## src/rtl/pc_fetch_ctrl_pkg.sv

```systemverilog
// Shared types and constants for the fetch front end.
package rv32i_fetch_pkg;

    typedef enum logic [1:0] {
        BOOT  = 2'd0,
        FETCH = 2'd1,
        DRAIN = 2'd2
    } fetch_state_e;

    localparam logic [31:0] PC_STEP          = 32'd4;
    localparam logic [31:0] DEF_RESET_VECTOR = 32'h0000_0000;
    localparam logic [31:0] DEF_BUBBLE_INSTR = 32'h0000_0000;

endpackage

```

## src/rtl/pc_fetch_ctrl_if.sv

```systemverilog
// Instruction memory request/response bundle; master is the fetch controller.
interface pc_fetch_ctrl_if;
    logic        imem_req;
    logic [31:0] imem_addr;
    logic [31:0] imem_rdata;
    logic        imem_valid;

    modport master (output imem_req, output imem_addr, input imem_rdata, input imem_valid);
    modport slave  (input imem_req, input imem_addr, output imem_rdata, output imem_valid);
endinterface

```

## src/rtl/pc_fetch_ctrl_pc_next_sel.sv

```systemverilog
// Next pc / request address selection: aligned redirect, sequential step, or hold.
module pc_next_sel
    import rv32i_fetch_pkg::*;
(
    input  logic        redirect,
    input  logic        advance,
    input  logic [31:0] target,
    input  logic [31:0] pc,
    input  logic [31:0] req_addr,
    output logic [31:0] pc_nxt,
    output logic [31:0] req_nxt
);
    logic [31:0] target_aligned;
    logic [31:0] step_addr;

    assign target_aligned = target & ~32'h3;
    // Wraps silently at the top of the address space.
    assign step_addr      = req_addr + PC_STEP;

    always_comb begin
        pc_nxt  = pc;
        req_nxt = req_addr;
        if (redirect) begin
            pc_nxt  = target_aligned;
            req_nxt = target_aligned;
        end else if (advance) begin
            pc_nxt  = step_addr;
            req_nxt = step_addr;
        end
    end
endmodule

```

## src/rtl/pc_fetch_ctrl.sv

```systemverilog
// Program counter and single-outstanding instruction fetch controller feeding IF/ID.
// Optional performance counters enabled by defining PC_FETCH_PERF_EN.
module pc_fetch_ctrl
    import rv32i_fetch_pkg::*;
#(
    parameter logic [31:0] RESET_VECTOR = DEF_RESET_VECTOR,
    parameter logic [31:0] BUBBLE_INSTR = DEF_BUBBLE_INSTR
) (
    input  logic                 clk,
    input  logic                 rst,
    input  logic                 load,
    input  logic                 next_select,
    input  logic                 branch_result,
    input  logic [31:0]          redirect_target,
    pc_fetch_ctrl_if.master      imem,
    output logic [31:0]          pre_address_pc,
    output logic [31:0]          instruction_fetch,
    output logic                 fetch_valid
`ifdef PC_FETCH_PERF_EN
    ,
    output logic [31:0]          perf_fetch_cnt,
    output logic [31:0]          perf_stall_cnt
`endif
);
    fetch_state_e state;
    logic [31:0]  pc, req_addr, drain_addr;
    logic [31:0]  pc_nxt, req_nxt;
    logic         redirect, advance;

    assign redirect = (state != BOOT) && (next_select || branch_result);
    assign advance  = (state == FETCH) && !redirect && !load && imem.imem_valid;

    pc_next_sel u_next_sel (
        .redirect (redirect),
        .advance  (advance),
        .target   (redirect_target),
        .pc       (pc),
        .req_addr (req_addr),
        .pc_nxt   (pc_nxt),
        .req_nxt  (req_nxt)
    );

    // Request side depends only on state registers, never on imem_valid.
    assign imem.imem_req  = (state != BOOT);
    assign imem.imem_addr = (state == DRAIN) ? drain_addr : req_addr;

    always_ff @(posedge clk or posedge rst) begin
        if (rst) begin
            state             <= BOOT;
            pc                <= RESET_VECTOR;
            req_addr          <= RESET_VECTOR;
            drain_addr        <= RESET_VECTOR;
            pre_address_pc    <= 32'h0;
            instruction_fetch <= BUBBLE_INSTR;
            fetch_valid       <= 1'b0;
        end else begin
            pc       <= pc_nxt;
            req_addr <= req_nxt;
            case (state)
                BOOT: begin
                    state <= FETCH;
                end
                FETCH: begin
                    if (redirect) begin
                        pre_address_pc    <= 32'h0;
                        instruction_fetch <= BUBBLE_INSTR;
                        fetch_valid       <= 1'b0;
                        // The outstanding response must be swallowed before the new target.
                        if (!imem.imem_valid) begin
                            state      <= DRAIN;
                            drain_addr <= req_addr;
                        end
                    end else if (load) begin
                        pre_address_pc    <= pre_address_pc;
                    end else if (imem.imem_valid) begin
                        pre_address_pc    <= req_addr;
                        instruction_fetch <= imem.imem_rdata;
                        fetch_valid       <= 1'b1;
                    end else begin
                        pre_address_pc    <= 32'h0;
                        instruction_fetch <= BUBBLE_INSTR;
                        fetch_valid       <= 1'b0;
                    end
                end
                DRAIN: begin
                    pre_address_pc    <= 32'h0;
                    instruction_fetch <= BUBBLE_INSTR;
                    fetch_valid       <= 1'b0;
                    if (imem.imem_valid) state <= FETCH;
                end
                default: state <= BOOT;
            endcase
        end
    end

`ifdef PC_FETCH_PERF_EN
    always_ff @(posedge clk or posedge rst) begin
        if (rst) begin
            perf_fetch_cnt <= 32'h0;
            perf_stall_cnt <= 32'h0;
        end else begin
            if (advance) perf_fetch_cnt <= perf_fetch_cnt + 32'd1;
            if (load || state == DRAIN) perf_stall_cnt <= perf_stall_cnt + 32'd1;
        end
    end
`endif
endmodule

```

## src/flat_wrapper.sv

```systemverilog
// flat-port wrapper written by rule: the top's interface ports become plain ports
module pc_fetch_ctrl_flat import rv32i_fetch_pkg::*;
#(
    parameter logic [31:0] RESET_VECTOR = DEF_RESET_VECTOR,
    parameter logic [31:0] BUBBLE_INSTR = DEF_BUBBLE_INSTR
)
  (clk, rst, load, next_select, branch_result, redirect_target, pre_address_pc, instruction_fetch, fetch_valid, imem_imem_req, imem_imem_addr, imem_imem_rdata, imem_imem_valid);
  pc_fetch_ctrl_if imem_i ();
  input  logic clk;
  input  logic rst;
  input  logic load;
  input  logic next_select;
  input  logic branch_result;
  input  logic [31:0] redirect_target;
  output logic [31:0] pre_address_pc;
  output logic [31:0] instruction_fetch;
  output logic fetch_valid;
  output wire logic [$bits(imem_i.imem_req)-1:0] imem_imem_req;
  output wire logic [$bits(imem_i.imem_addr)-1:0] imem_imem_addr;
  input wire logic [$bits(imem_i.imem_rdata)-1:0] imem_imem_rdata;
  input wire logic [$bits(imem_i.imem_valid)-1:0] imem_imem_valid;
  assign imem_imem_req = imem_i.imem_req;
  assign imem_imem_addr = imem_i.imem_addr;
  assign imem_i.imem_rdata = imem_imem_rdata;
  assign imem_i.imem_valid = imem_imem_valid;
  pc_fetch_ctrl #(.RESET_VECTOR(RESET_VECTOR), .BUBBLE_INSTR(BUBBLE_INSTR)) u_core (.clk(clk), .rst(rst), .load(load), .next_select(next_select), .branch_result(branch_result), .redirect_target(redirect_target), .imem(imem_i), .pre_address_pc(pre_address_pc), .instruction_fetch(instruction_fetch), .fetch_valid(fetch_valid));
endmodule
```

## config.mk

```make
export PLATFORM = sky130hd
export DESIGN_NAME = pc_fetch_ctrl_flat
export DESIGN_NICKNAME = d
export VERILOG_FILES = /design/src/rtl/pc_fetch_ctrl_pkg.sv /design/src/rtl/pc_fetch_ctrl_if.sv /design/src/rtl/pc_fetch_ctrl_pc_next_sel.sv /design/src/rtl/pc_fetch_ctrl.sv /design/src/flat_wrapper.sv
export SDC_FILE = /design/constraint.sdc
export NUM_CORES = 1
export LEC_CHECK = 0
export BUFFER_PORTS_ARGS = -buffer_cell sky130_fd_sc_hd__buf_2
export CAP_MARGIN = 20
export CORE_MARGIN = 4
export CORE_UTILIZATION = 26
export CTS_CLUSTER_DIAMETER = 60
export DETAILED_ROUTE_END_ITERATION = 6
export MAX_ROUTING_LAYER = met4
export PLACE_DENSITY = 0.53
export SYNTH_ARGS = -nofsm -noshare
export SYNTH_HDL_FRONTEND = slang
export SYNTH_SLANG_ARGS = --single-unit
```

## constraint.sdc

```tcl
create_clock -name clk -period 5.45 [get_ports clk]
set_input_delay 0.8175 -clock clk [delete_from_list [all_inputs] [get_ports clk]]
set_output_delay 0.8175 -clock clk [all_outputs]
set_load 0.02 [all_outputs]
```

==> out/metrics.yaml <==
run_status:
  status: "completed"
route:
  dr.pass1.iters: 4
  wl_per_cell_um: 18.2
  dr_total_vias: 4463
  drc_errors: 0
  drt-initial-drc-count: 212
  drtAntennaViolNets: 0
  routed_wl_mm: 16.5
  viasPerCell: 4.92
power:
  powerDensity_nw_per_um2: 669
  ir_worst_vdd_mv: 0.349
  power.leakage_nw: 3.41
finish:
  area_growth_pct: 28.2
  final_cell_area_um2: 7260
  layout-drive-gt1-share_pct: 42.2
  num_antenna_cells: 0
  nets: 695
  num-fill-cells: 2158
synth:
  yosys_register_bits: 126
  yosys_warnings: 0
  synth.area.top_cells: "dfrtp_1 (56%), mux2_2 (12%), a22o_1 (9.6%), clkbuf_1 (2.3%), o21ai_0 (2.3%)"
  syn_avg_cell_area_um2: 11.9
  synth_cells: 477
  ys_types: 37
  yosysTopAreaCellShare_pct: 55.7
  netlist_area_um2: 5660
  synth_area_leader_cell: "dfrtp_1"
  ys_seq_area_share_pct: 55.7
worst_setup_path:
  cp_slowest_cell: "ha_2"
  critPathKind: "flip-flop to output port"
  required_ns: 4.63
  startpoint_type: "flip-flop"
  cp.arrival_ns: 2.39
  endpoint_kind: "output port"
  cp_max_fo: 33
  cp_cell_sequence: "inv_1, ha_2, mux2_2, buf_2"
  cpPeakStageDelay_ns: 0.86
die:
  rows: 53
  start_util_pct: 26.7
  core_area_um2: 21200
  die_h_um: 156
  ios: 168
  die-area_um2: 24200
  die_w_um: 156
placed_design:
  place_area_um2: 6710
  gp_congestion: 0.786
  dp.final_hpwl_mm: 11.4
  port_buffers: 163
clock_network:
  holdBufCountCts: 0
  cts_num_sinks: 126
  htreeDepth: 4
  cts_resized: 0
  post-cts-setup-buffers: 0
  numCtsBuffers: 17
  cts_root_buffer: "clkbuf_16"
  cts_tree: "built"
  clk_pin_slew_worst_paths_ns: 0.06
  clock_latency_ns: 0.41
  max-clock-path-buffers: 2
global_routing:
  antenna_found_initial: 0
  grt_pass1_vias: 4788
  grt_start_max_net_pins: 88
  grt_usage_pct: 14.1
  overflow: 0
  grt_pass1_wl_mm: 26.1
timing:
  final_hold_viol_count: 0
  max_freq_mhz: 312
  slew_headroom_pct: 33.1
  fin_crit_ns: 3.21
  fin_tns_setup_ns: 0
  rsz0062_at_grt: "false"
  tightest_slew_ns: 1.00
  finClkSkew_ns: 0.00871
  min_period_over_period_pct: 58.8
  setup_viol: 0
  drv_slew: 0
job:
  maxCapViolCount: 0
worst_hold_path:
  min_path_type: "flip-flop to flip-flop"
==> final cells by class <==
cell class	count	area, um^2	share of cell area [%]
Inverter	6	27.5	0.379
Clock buffer	18	429	5.91
Timing Repair Buffer	169	861	11.9
Clock inverter	14	121	1.67
Multi-Input combinational cell	300	2320	32.0
Sequential cell	126	3150	43.4
Tap cell	275	344	4.74
==> report_power, final <==
group / leakage (nW) / switching, mW / internal, mW
Clock: 0.266 / 0.433 / 0.626
Sequential: 1.59 / 0.401 / 1.34
Combinational: 1.56 / 1.23 / 0.821
==> layer usage <==
| layer | wire length, um | part of all wire (%) | GRT usage (%) |
|---|---|---|---|
| met3 | 836 | 5.1 | 3.11 |
| met2 | 8160 | 49 | 23.4 |
| met4 | 152 | 0.92 | 3.67 |
| met5 | 0 | 0 | - |
| met1 | 7390 | 45 | 17.6 |
==> worst max-delay path, delay by kind of cell (launching register included) <==
family / cells / cell delay (ns)
buffers and inverters: 2 / 0.27
muxes: 1 / 0.43
DFF: 1 / 0.40
adders and majority gates: 1 / 0.86
==> cell usage in the layout (no fill, tap or decap), types with 6 or more instances in the layout <==
cell type / n
nor2_1: 21
mux2_2: 60
or3_1: 13
o21ai_0: 25
nand3_1: 12
dfrtp_1: 126
a22o_1: 62
o31ai_1: 8
a31oi_1: 19
nand4_1: 8
clkbuf_16: 17
or4_1: 11
buf_4: 6
buf_2: 163
nand2_1: 23
xor2_1: 6
==> cells by family after synthesis <==
| family | share of synthesized area [%] |
|---|---|
| adders and majority gates | 1.11 |
| other | 0.0662 |
| AOI/OAI and AO/OA | 15.6 |
| xor gates and xnor gates | 1.55 |
| muxes | 12.1 |
| buffers and inverters | 3.82 |
| and+or+nand+nor | 9.99 |
| DFF | 55.7 |
==> final timing paths <==
path,start,end,slack (ns),cells past startpoint
worst max register to register,u_core.state[0],u_core.drain_addr[8],2.73,8
worst max-delay path,u_core.state[0],imem_imem_addr[26],2.24,4
worst min register to register,u_core.fetch_valid,u_core.fetch_valid,0.48,1
worst min-delay path,u_core.fetch_valid,u_core.fetch_valid,0.48,1
max in group asynchronous,rst,u_core.instruction_fetch[24],3.87,3
min in group asynchronous,rst,u_core.instruction_fetch[1],0.58,2
==> per-stage QoR <==
step	worst slack [ns]	hold slack [ns]	std cells	utilization [%]	power, mW
finish	2.24	0.483	908	34.2	4.85
global route	2.11	0.510	908	34.2	5.17
CTS	2.16	0.498	908	34.2	4.93
detailed placement	2.41	0.484	876	31.6	3.84
global placement	2.43	0.455	876	31.6	3.77
floorplan	1.28	0.474	478	-	3.09
==> cells in the mapped netlist <==
cell type and number:
buf_4 4, o21ai_0 26, or4_1 11, and3_1 3
nor3_1 1, mux2_2 60, o21ba_2 1, xnor2_1 4
a21o_1 1, inv_1 6, dfrtp_1 126, o31ai_1 8
buf_1 2, ha_1 5, mux2i_1 1, nor2_1 21
or3_1 13, a32oi_1 1, a31oi_1 19, clkbuf_2 1
and2_1 1, nand4_2 1, nand2_1 23, o21bai_1 1
nand3_1 12, nand3b_1 1, nand4_1 8, and4_1 3
nand4b_1 1, buf_2 4, conb_1 1, clkbuf_1 35
xor2_1 6, a22o_1 62, nor4_1 1, nor4b_2 1
and4b_1 2
==> sequential cells by signal, indices dropped and copies added, names as in the netlist <==
register and flops:
u_core.pre_address_pc 31, u_core.drain_addr 30, u_core.instruction_fetch 32, u_core.req_addr 30
u_core.fetch_valid 1, u_core.state 2
No activity file was read; power rests on OpenSTA's default activity.
